<file path="config.mk">
export PLATFORM = sky130hd
export DESIGN_NAME = pipelined_adder
export DESIGN_NICKNAME = d
export VERILOG_FILES = /design/src/rtl/pipelined_adder.sv
export SDC_FILE = /design/constraint.sdc
export NUM_CORES = 1
export LEC_CHECK = 0
export ABC_AREA = 1
export CAP_MARGIN = 25
export CORE_MARGIN = 8
export CORE_UTILIZATION = 56
export DETAILED_ROUTE_END_ITERATION = 12
export GPL_TIMING_DRIVEN = 0
export HOLD_SLACK_MARGIN = 0.1
export PLACE_DENSITY = 0.92
export SKIP_CTS_REPAIR_TIMING = 1
export SLEW_MARGIN = 20
export SYNTH_ARGS = -nofsm -noshare
export SYNTH_HDL_FRONTEND = slang
export SYNTH_SLANG_ARGS = --single-unit
</file>
<file path="constraint.sdc">
create_clock -name clk -period 6 [get_ports clk]
set_clock_uncertainty 0.1 [all_clocks]
set_input_delay 0.9 -clock clk [delete_from_list [all_inputs] [get_ports clk]]
set_output_delay 0.9 -clock clk [all_outputs]
set_load 0.005 [all_outputs]
</file>
<file path="src/rtl/pipelined_adder.sv">
// Pipelined add/subtract: each stage resolves one CHUNK-bit slice, so latency is WIDTH/CHUNK edges.
// Stages hold under backpressure, empty stages still accept, and a full pipe pops and pushes in the same cycle.
module pipelined_adder #(
   parameter int WIDTH = 16,
   parameter int CHUNK = 4
) (
   input  logic             clk,
   input  logic             rst,
   input  logic             in_valid,
   output logic             in_ready,
   input  logic [WIDTH-1:0] a,
   input  logic [WIDTH-1:0] b,
   input  logic             sub,
   input  logic             carry_in,
   output logic             out_valid,
   input  logic             out_ready,
   output logic [WIDTH-1:0] sum,
   output logic             carry_out,
   output logic             overflow
);

   localparam int STAGES = WIDTH / CHUNK;

   generate
      if (WIDTH % CHUNK != 0) begin : g_bad_cfg
         $error("pipelined_adder: WIDTH must be a multiple of CHUNK");
      end
   endgenerate

   logic             vld [STAGES];
   logic             rdy [STAGES];
   logic [WIDTH-1:0] a_q [STAGES];
   logic [WIDTH-1:0] b_q [STAGES];
   logic [WIDTH-1:0] s_q [STAGES];
   logic             c_q [STAGES];
   logic             ov_q;

   // Stage k can move when any stage from k upward is empty or the sink accepts;
   // expanding the chain this way keeps it free of self-referencing nets.
   always_comb begin
      for (int k = 0; k < STAGES; k++) begin
         rdy[k] = out_ready;
         for (int j = k; j < STAGES; j++) begin
            if (!vld[j]) rdy[k] = 1'b1;
         end
      end
   end

   for (genvar k = 0; k < STAGES; k++) begin : g_stage
      logic             v_in;
      logic [WIDTH-1:0] a_in;
      logic [WIDTH-1:0] b_in;
      logic [WIDTH-1:0] s_in;
      logic             c_in;
      logic [WIDTH-1:0] s_nxt;
      logic [CHUNK:0]   part;

      if (k == 0) begin : g_head
         assign v_in = in_valid;
         assign a_in = a;
         assign b_in = sub ? ~b : b;
         assign c_in = sub | carry_in;
         assign s_in = '0;
      end else begin : g_body
         assign v_in = vld[k-1];
         assign a_in = a_q[k-1];
         assign b_in = b_q[k-1];
         assign c_in = c_q[k-1];
         assign s_in = s_q[k-1];
      end

      assign part = {1'b0, a_in[k*CHUNK +: CHUNK]}
                  + {1'b0, b_in[k*CHUNK +: CHUNK]}
                  + {{CHUNK{1'b0}}, c_in};

      always_comb begin
         s_nxt = s_in;
         s_nxt[k*CHUNK +: CHUNK] = part[CHUNK-1:0];
      end

      // Payload only loads on a real transfer so the last stage keeps its
      // previous result visible while its valid bit is low.
      always_ff @(posedge clk) begin
         if (rst) begin
            vld[k] <= 1'b0;
            a_q[k] <= '0;
            b_q[k] <= '0;
            s_q[k] <= '0;
            c_q[k] <= 1'b0;
         end else if (rdy[k]) begin
            vld[k] <= v_in;
            if (v_in) begin
               a_q[k] <= a_in;
               b_q[k] <= b_in;
               s_q[k] <= s_nxt;
               c_q[k] <= part[CHUNK];
            end
         end
      end

      if (k == STAGES - 1) begin : g_tail
         always_ff @(posedge clk) begin
            if (rst) begin
               ov_q <= 1'b0;
            end else if (rdy[k] && v_in) begin
               ov_q <= (a_in[WIDTH-1] == b_in[WIDTH-1]) && (s_nxt[WIDTH-1] != a_in[WIDTH-1]);
            end
         end
      end
   end

   assign in_ready  = rdy[0];
   assign out_valid = vld[STAGES-1];
   assign sum       = s_q[STAGES-1];
   assign carry_out = c_q[STAGES-1];
   assign overflow  = ov_q;

endmodule

</file>
==> results_dict.tcl <==
set metrics [dict create \
    outcome "finished clean" \
    std_cell_rows 32 \
    layout_min_cycle_time_ns 3.239 \
    grt_pass1_vias 2699 \
    p_per_area_nw_per_um2 265.1 \
    grt_overflow_total 0 \
    max_slew.worst_pin.slew_ns 0.7889 \
    ys_seq_elements 97 \
    fin_ws_ns 2.761 \
    slew_viol_final 0 \
    hold_violations 0 \
    drv_cap 0 \
    fin_tns_setup_ns 0 \
    cp-start-kind "primary input" \
    yosysTopAreaCell "edfxtp_1" \
    critPathRequiredTime_ns 5.00 \
    clock_latency_ns 0.36 \
    hpwl_microns 5285 \
    n_antenna_cell 0 \
    seq_area_frac_synth_pct 64.14 \
    dp_slack_ns 2.744 \
    core_area_sq_um 7767 \
    area_delta_synth_final_pct 21.23 \
    die_y_microns 105.9 \
    synthTopCellsByArea "edfxtp_1, nor2_1, inv_1" \
    final_nets 516 \
    synth_top_family_by_area "simple AND/OR/NAND/NOR gates" \
    htreeDepth 3 \
    cts_root_buffer "clkbuf_8" \
    grt_pass1_wl_microns 11960 \
    fin_crit_sh_pct 53.98 \
    regToRegSetupSlack_ns 4.05 \
    fmaxAchievable_mhz 308.8 \
    syn-num-nets 448 \
    pin_count 58 \
    peakVddDrop_uv 136.3 \
    clkTransAtPathRegs_ns 0.09 \
    antenna_found_initial 0 \
    synthAdderAreaFrac_pct 6.857 \
    reg2reg_from "c_q[0][0]" \
    mappedNetlistArea_sq_um 4526 \
    cp_common_cell "clkdlybuf4s50_1" \
    setup_viol 0 \
    routed_via_density 4.743 \
    initial_core_util_pct 58.26 \
    cts_inserted_buffers 9 \
    synth_xor_area_share_pct 3.484 \
    synthDistinctLibCells 26 \
    drt-total-wl_microns 7147 \
    synth.avg_cell_area_sq_um 11.60 \
    cp_top_family "buffers and inverters" \
    path_max_fanout 6 \
    worstRegToRegCells 5 \
    worstHoldPathCells 2 \
    path_cells "clkdlybuf4s50_1, nor2_4, nand4_4, clkdlybuf4s50_1" \
    dieArea_sq_um 11210 \
    vias 2680 \
    ctsLongestPathBuffers 2 \
    port_buffers 56 \
    rr_endpoint "c_q[0][1]" \
    drc_errors 0 \
    critPathMaxStageDelay_ns 0.48 \
    worst-path-buf-inv 2 \
    drt-initial-drc-count 129 \
    gp_congestion 0.7970 \
    min_path_type "reg -> reg" \
    fillers 529 \
    slew_headroom_pct 47.28 \
    slowest_stage "clkdlybuf4s50_1" \
    drt.antenna.violating_nets 0 \
    rsz0062_at_grt "no" \
    hp-start "overflow" \
    critPathCaptureType "primary output" \
    holdPathEnd "overflow" \
    layout-drive-gt1-share_pct 8.639 \
    cts_tree "done" \
    grt_max_degree 30 \
    synthSimpleGateAreaFrac_pct 13.99 \
    synthCells 390 \
    dr.pass1.iters 4 \
    yosysWarnings 0 \
    leakage_nw 2.270 \
    detail_route.wl_per_cell_microns 12.65 \
    die_w_microns 105.9 \
    synth_top_area_share_pct 63.70 \
    track_usage_pct 13.27 \
    worstSetupPathType "in -> out" \
    crit_arrival_ns 2.24 \
    cts.sinks 97 \
    synthMuxAreaShare_pct 0 \
    synth-compound-area-share_pct 1.880 \
]
[how the worst max path moves through the flow]
stage | start | end | slack, ns | cells past startpoint
5_1_grt | out_ready | in_ready | 2.69 | 4
6_report | out_ready | in_ready | 2.76 | 4
4_1_cts | out_ready | in_ready | 2.74 | 4
2_1_floorplan | sub | c_q[0][0] | 3.28 | 9
3_5_place_dp | out_ready | in_ready | 2.74 | 4
3_3_place_gp | out_ready | in_ready | 2.79 | 4
[metal layers]
metal / GRT usage [%] / vias to the layer above / wire (microns)
met4: 7.337 / 0 / 198
met3: 2.838 / 15 / 412
met2: 24.66 / 88 / 3681
li1: - / 1367 / -
met1: 13.52 / 1210 / 2855
met5: 0 / - / 0
[Yosys cell counts]
| library cell | n |
|---|---|
| nand4_1 | 1 |
| nand3_1 | 11 |
| or2_1 | 1 |
| nand3_2 | 2 |
| inv_1 | 86 |
| nor2_1 | 91 |
| edfxtp_1 | 96 |
| xor2_1 | 4 |
| dfxtp_1 | 1 |
| nand3_4 | 2 |
| nor3_2 | 1 |
| fa_1 | 8 |
| nand2_1 | 22 |
| nor2_4 | 1 |
| o21ba_2 | 1 |
| buf_6 | 5 |
| ha_1 | 12 |
| or2_2 | 1 |
| buf_2 | 1 |
| nand3b_1 | 5 |
| buf_4 | 6 |
| xnor2_1 | 14 |
| o21ai_0 | 2 |
| a21oi_1 | 13 |
| nand4_4 | 1 |
| inv_2 | 2 |
[registers in the layout, indices dropped and copies added (netlist names)]
name,flops
s_q,40
a_q,24
b_q,24
c_q,4
vld,4
overflow,1
[cell usage in the layout, fill, tap and decap left out, types with 2 or more instances in the layout]
master	synthesis	final
nand3_1	11	11
fa_1	8	8
nand3_4	2	2
bufinv_16	0	3
buf_4	6	6
nand2_1	22	21
a21oi_1	13	13
xnor2_1	14	14
inv_1	86	86
clkdlybuf4s50_1	0	56
nand3_2	2	2
clkbuf_8	0	9
nor2_1	91	91
inv_2	2	2
xor2_1	4	4
o21ai_0	2	2
nand3b_1	5	5
buf_6	5	5
edfxtp_1	96	96
ha_1	12	12
clkinv_4	0	2
[worst reg2reg max path, cell delays in order, from the launching register on]
cell and delay, ns:
edfxtp_1 0.33, inv_1 0.06, fa_1 0.50, fa_1 0.45
nand3b_1 0.20, a21oi_1 0.16
[layout make-up]
cell class,count,area (sq um),area share [%]
sequential,97,2903,52.91
multi-input combinational,193,1189,21.66
timing repair buffer,57,588.1,10.72
inverter,88,330.3,6.021
tap,102,127.6,2.326
clock buffer,9,123.9,2.258
clock inverter,7,118.9,2.166
buffer,12,106.4,1.938
[report_power, final]
group	internal (W)	switching, W	total (W)
Sequential	0.000787	0.0000129	0.000799
Clock	0.000277	0.000223	0.000500
Combinational	0.0000752	0.0000799	0.000155
Total	0.00114	0.000316	0.00145
[stage by stage]
step	utilization, %	instances	power, W	hold slack (ns)	instance area [sq um]
floorplan	-	390	0.0009033	0.3633	4526
global placement	67.12	548	0.0009545	0.3663	5214
detailed placement	67.12	548	0.0009661	0.4207	5214
CTS	70.25	564	0.001453	0.4341	5456
global route	70.63	565	0.001496	0.4655	5487
finish	70.63	565	0.001454	0.4350	5487
[cells by family after synthesis]
kind of cell / after synthesis
AO/OA/AOI/OAI: 16
flip-flops: 97
XOR/XNOR: 18
AND/OR/NAND/NOR: 139
adder cells (fa/ha/maj): 20
buffers and inverters: 100
No activity file was read; power rests on OpenSTA's default activity.
